$ cat src/rtl/instr_fetch.sv
// Instruction fetch stage: PC register, IF/ID pipeline register with opcode
// pre-decode, stall/redirect handling and a halt state for out-of-range PCs.
//
// Ports:
//   clk, rst_n          - clock and asynchronous active-low reset
//   mem_addr            - word address (current PC) to instruction memory
//   mem_data            - instruction word for mem_addr, same cycle
//   stall               - hold PC and IF/ID contents
//   redirect_valid      - load redirect_target into PC and insert a bubble
//   redirect_target     - word address for the redirect
//   ifid_valid          - IF/ID holds a real instruction
//   ifid_instr/npc      - latched instruction word and its PC+1
//   ifid_class          - registered opcode class
//   halted              - fetch stopped because PC ran past MEM_DEPTH
//   fetch_count         - number of instructions captured (wraps)
module instr_fetch #(
    parameter int unsigned MEM_DEPTH = 128,
    parameter int unsigned RESET_PC  = 0
) (
    input  logic        clk,
    input  logic        rst_n,
    output logic [31:0] mem_addr,
    input  logic [31:0] mem_data,
    input  logic        stall,
    input  logic        redirect_valid,
    input  logic [31:0] redirect_target,
    output logic        ifid_valid,
    output logic [31:0] ifid_instr,
    output logic [31:0] ifid_npc,
    output logic [2:0]  ifid_class,
    output logic        halted,
    output logic [15:0] fetch_count
);

    localparam int unsigned XLEN  = 32;
    localparam int unsigned CNT_W = 16;
    localparam int unsigned CLS_W = 3;
    localparam int unsigned OPC_W = 6;

    localparam logic [XLEN-1:0] DEPTH_LIMIT = XLEN'(MEM_DEPTH);
    localparam logic [XLEN-1:0] PC_RESET    = XLEN'(RESET_PC);

    localparam logic [CLS_W-1:0] CLS_RTYPE = 3'b000;
    localparam logic [CLS_W-1:0] CLS_BEQ   = 3'b001;
    localparam logic [CLS_W-1:0] CLS_LW    = 3'b010;
    localparam logic [CLS_W-1:0] CLS_SW    = 3'b011;
    localparam logic [CLS_W-1:0] CLS_OTHER = 3'b111;

    typedef enum logic {
        ST_RUN  = 1'b0,
        ST_HALT = 1'b1
    } state_e;

    state_e            state_q, state_d;
    logic [XLEN-1:0]   pc_q, pc_d;
    logic              valid_q, valid_d;
    logic [XLEN-1:0]   instr_q, instr_d;
    logic [XLEN-1:0]   npc_q, npc_d;
    logic [CLS_W-1:0]  class_q, class_d;
    logic [CNT_W-1:0]  count_q, count_d;

    // Opcode (instr[31:26]) to instruction class.
    function automatic logic [CLS_W-1:0] predecode(input logic [OPC_W-1:0] opc);
        logic [CLS_W-1:0] cls;
        cls = CLS_OTHER;
        unique case (opc)
            6'h00:   cls = CLS_RTYPE;
            6'h04:   cls = CLS_BEQ;
            6'h23:   cls = CLS_LW;
            6'h2B:   cls = CLS_SW;
            default: cls = CLS_OTHER;
        endcase
        return cls;
    endfunction

    // State and pipeline registers.
    always_ff @(posedge clk or negedge rst_n) begin
        if (!rst_n) begin
            state_q <= ST_RUN;
            pc_q    <= PC_RESET;
            valid_q <= 1'b0;
            instr_q <= '0;
            npc_q   <= '0;
            class_q <= CLS_RTYPE;
            count_q <= '0;
        end else begin
            state_q <= state_d;
            pc_q    <= pc_d;
            valid_q <= valid_d;
            instr_q <= instr_d;
            npc_q   <= npc_d;
            class_q <= class_d;
            count_q <= count_d;
        end
    end

    // Next state: redirect beats everything; stall only matters in RUN.
    always_comb begin
        state_d = state_q;
        pc_d    = pc_q;
        valid_d = valid_q;
        instr_d = instr_q;
        npc_d   = npc_q;
        class_d = class_q;
        count_d = count_q;

        if (redirect_valid) begin
            state_d = ST_RUN;
            pc_d    = redirect_target;
            valid_d = 1'b0;
        end else begin
            unique case (state_q)
                ST_RUN: begin
                    if (!stall) begin
                        if (pc_q < DEPTH_LIMIT) begin
                            instr_d = mem_data;
                            npc_d   = pc_q + XLEN'(1);
                            class_d = predecode(mem_data[31:26]);
                            valid_d = 1'b1;
                            count_d = count_q + CNT_W'(1);
                            pc_d    = pc_q + XLEN'(1);
                        end else begin
                            // PC ran off the end of memory: stop without capturing.
                            state_d = ST_HALT;
                            valid_d = 1'b0;
                        end
                    end
                end
                ST_HALT: begin
                    valid_d = 1'b0;
                end
            endcase
        end
    end

    assign mem_addr    = pc_q;
    assign ifid_valid  = valid_q;
    assign ifid_instr  = instr_q;
    assign ifid_npc    = npc_q;
    assign ifid_class  = class_q;
    assign halted      = (state_q == ST_HALT);
    assign fetch_count = count_q;

endmodule

$ cat config.mk
export PLATFORM = sky130hd
export DESIGN_NAME = instr_fetch
export DESIGN_NICKNAME = d
export VERILOG_FILES = /design/src/rtl/instr_fetch.sv
export SDC_FILE = /design/constraint.sdc
export NUM_CORES = 1
export LEC_CHECK = 0
export CORE_MARGIN = 1
export CORE_UTILIZATION = 44
export DETAILED_ROUTE_END_ITERATION = 8
export HOLD_SLACK_MARGIN = 0.1
export PLACE_DENSITY = 0.82
export SYNTH_ARGS = -nofsm -noshare
export SYNTH_HDL_FRONTEND = slang
export SYNTH_SLANG_ARGS = --single-unit
$ cat constraint.sdc
create_clock -name clk -period 2.2 [get_ports clk]
set_input_delay 0.44 -clock clk [delete_from_list [all_inputs] [get_ports clk]]
set_output_delay 0.44 -clock clk [all_outputs]
set_load 0.01 [all_outputs]
==> implementation parameters <==
Parameter                              Value

GRT
  Via count of the first global-routing pass    3711
  GR Util All Layers    21.60%
  GR Overflow Total    0
  First-pass GRT wire length    18950 um
  Number of antenna violations at the first check in global routing    0
  Maximum number of pins on one net before global-route repair    63

CTS
  Cells resized by post-CTS repair    0
  Total clock buffers created by CTS    17
  Max Root-Sink Buffers    2
  H-tree Lvls    4
  Worst-skew pair later-pin latency    510 ps
  Clock Sink Count    117
  CTS tree    built
  CTS Root Cell    clkbuf_8
  Clk pin slew, worst setup/hold paths    60 ps

Setup path
  Worst reg2reg startpoint    mem_addr[8]
  Critical path startpoint category    flip-flop
  Highest fanout seen on the critical path    32
  Type of element capturing the critical path    flip-flop
  Worst path arrival time    2490 ps
  Depth of the worst register-to-register path    6
  Critical path type    flip-flop to flip-flop
  Reg-to-reg critical path endpoint    ifid_instr[19]
  Worst endpoint required time    2590 ps
  R2r setup slk    100 ps

Synthesis
  Most frequently used flop master after synthesis    dfrtp_1
  Number of distinct library cells after synthesis    40
  Avg Inst Size Synth    13.47 um2
  Synth async-reset ratio    100.0%
  Synth cell count leaders    117 x dfrtp_1, 54 x mux2_2, 24 x and2_1
  Fraction of the yosys area taken by sequential cells    59.69%
  Number of flops mapped to enable cells by yosys    0
  Seq cells post-synth    117
  Post-synthesis cell count    364
  Cell accounting for the most synthesized area    dfrtp_1
  Synth area leaders    dfrtp_1 60%, mux2_2 12%, and2_1 3.1%
  Cell with the most instances after synthesis    dfrtp_1
  Total number of yosys warnings    0
  Mapped Nets    434
  Cell Area, Synth    0.004905 mm2
  Area share of the largest cell type after synthesis    59.69%

Routing
  Total Wirelength    11720 um
  Initial DRT Pass Iterations    6
  WL met1    4914 um
  Average vias per placed instance    5.097
  Detail Route met2 WL    5958 um
  Detailed-route DRC error count    0
  Final ANT Viol Nets    0
  Violation count after the first detailed-routing iteration    140
  Met3 layer wire length in the routed design    605 um
  Avg WL per Cell    16.25 um
  Via Count    3675
  Highest routing layer actually used    met4

Floorplan
  # rows    38
  Die outline area    0.01157 mm2
  Number of placed I/O pins    185
  Overall die height    107.6 um
  Area of the core    0.01084 mm2
  Die W    107.6 um
  Initial core utilization    45.24%

Cells and area
  Multi-input logic area    0.001848 mm2
  Post-Layout Inst Area    0.007680 mm2
  Layout filler cell count    797
  Reg area    0.002928 mm2
  Number of nets at the end of the flow    638
  Share of cells above drive strength 1    22.20%
  Growth of design area from synthesis to finish    56.58%
  Count of antenna diodes in the layout    0
  Final standard cell count with taps included and fillers excluded    721

Pwr
  Share of total power in the clock network    51.8%
  Cell internal pwr    4.521 mW
  Net switching fraction of the power    20.93%
  Relative contribution of combinational cells to total power    8.3%
  Lkg Pwr    3.413 nW
  Pwr Density    744.4 mW/mm2
  Proportion of power drawn by flip-flops and latches    39.9%
  Switching power of the nets    1.196 mW
  Worst ir drop on vdd    542.5 uV

Timing
  Post-layout minimum cycle time    2100 ps
  Setup slack after layout    100.4 ps
  Max Clock Skew    5.618 ps
  Highest Clock Rate    0.4763 GHz
  Slew at the pin with the worst max-slew slack    409.7 ps
  Share of the clock period used by the worst path after layout    95.44%
  Number of endpoints with negative hold slack in the final report    0
  Final slew viol count    0
  Final-layout setup total negative slack    0 ps
  Worst rel slew slack    72.48%
  Final setup violation count    0

Placed design
  DP Wirelength    8435 um
  Placed inst area    0.007000 mm2
  Post-placement cell count    685
  DP Worst Slack    -206.1 ps
  Routability congestion estimate from global placement    0.7610
  Quantity of I/O buffers inserted on ports    184

Hold path
  Hold Path Class    input port to async pin

Run status
  Status    finished, final reports clean

Job
  Max capacitance violation total    0
-- worst max path at each step --
stage,startpoint,to,cells past startpoint
finish,mem_addr[8],ifid_instr[19],6
global route,mem_addr[8],mem_addr[6],5
CTS,mem_addr[8],mem_addr[6],5
detailed placement,redirect_valid,ifid_instr[5],7
global placement,redirect_valid,ifid_instr[12],7
floorplan,mem_addr[25],ifid_instr[20],5
-- metal layers --
layer	vias to the layer above	GRT usage [%]
li1	1719	-
met1	1818	27.21
met2	117	35.35
met3	21	5.145
met4	0	9.589
met5	-	0
-- state kept, by name (all words and copies together), names as in the netlist --
signal       cells
ifid_instr      32
ifid_npc        32
fetch_count     16
ifid_class       3
mem_addr        32
ifid_valid       1
halted           1
-- cell type report --
type / instances / area share [%]
flip-flops and latches: 117 / 38.12
repair buffers: 204 / 26.91
multi-input cells: 224 / 24.06
clock buffers: 21 / 5.849
clock inverters: 11 / 2.574
well taps: 140 / 2.281
inverters: 4 / 0.1955
-- cell families after synthesis --
family                     synth area share, %
AOI/OAI and AO/OA                        3.929
xor gates and xnor gates                 3.750
adders and majority gates               0.5101
buffers and inverters                    2.729
DFF                                      59.69
muxes                                    15.00
and+or+nand+nor                          14.39
-- timing repair --
item / in CTS / in global routing
setup buffers: 0 / 3
hold buffers: 1 / 0
setup endpoints to repair: 0 / 7
endpoints found under the hold margin: 117 / 0
-- cells in the final DEF, fill, tap and decap left out, drive strengths merged, types with 13 or more instances in the layout --
master and count:
clkdlybuf4s50 183, clkbuf 21, nand3 14, mux2 63, and2 24, nor3 14
dfrtp 117, buf 20, o21ai 13, xor2 14
-- metrics by stage --
stage	hold WS, ps	util [%]	total power [mW]
after global routing	297.5	70.84	5.927
after CTS	295.3	70.64	5.780
after detailed placement	284.1	64.58	2.794
after floorplan	144.4	-	2.455
after global placement	283.1	64.58	2.782
final	309.9	70.84	5.717
-- worst max-delay path, stage by stage, from the launching register on --
cell and delay [ps]:
dfrtp_1 400, nor4_2 400, nand4_2 250, buf_4 220, nor2_4 120, buf_12 200
mux2_2 370
-- power groups by stage --
| stage | Sequential (mW) | Clock [mW] | Combinational (mW) |
|---|---|---|---|
| 6_report | 2.28 | 2.96 | 0.474 |
| 5_1_grt | 2.29 | 3.13 | 0.513 |
| 4_1_cts | 2.28 | 3.02 | 0.482 |
| 3_5_place_dp | 2.32 | 0 | 0.477 |
| 3_3_place_gp | 2.31 | 0 | 0.469 |
| 2_1_floorplan | 2.34 | 0 | 0.119 |
(Power assumes the default switching activity.)
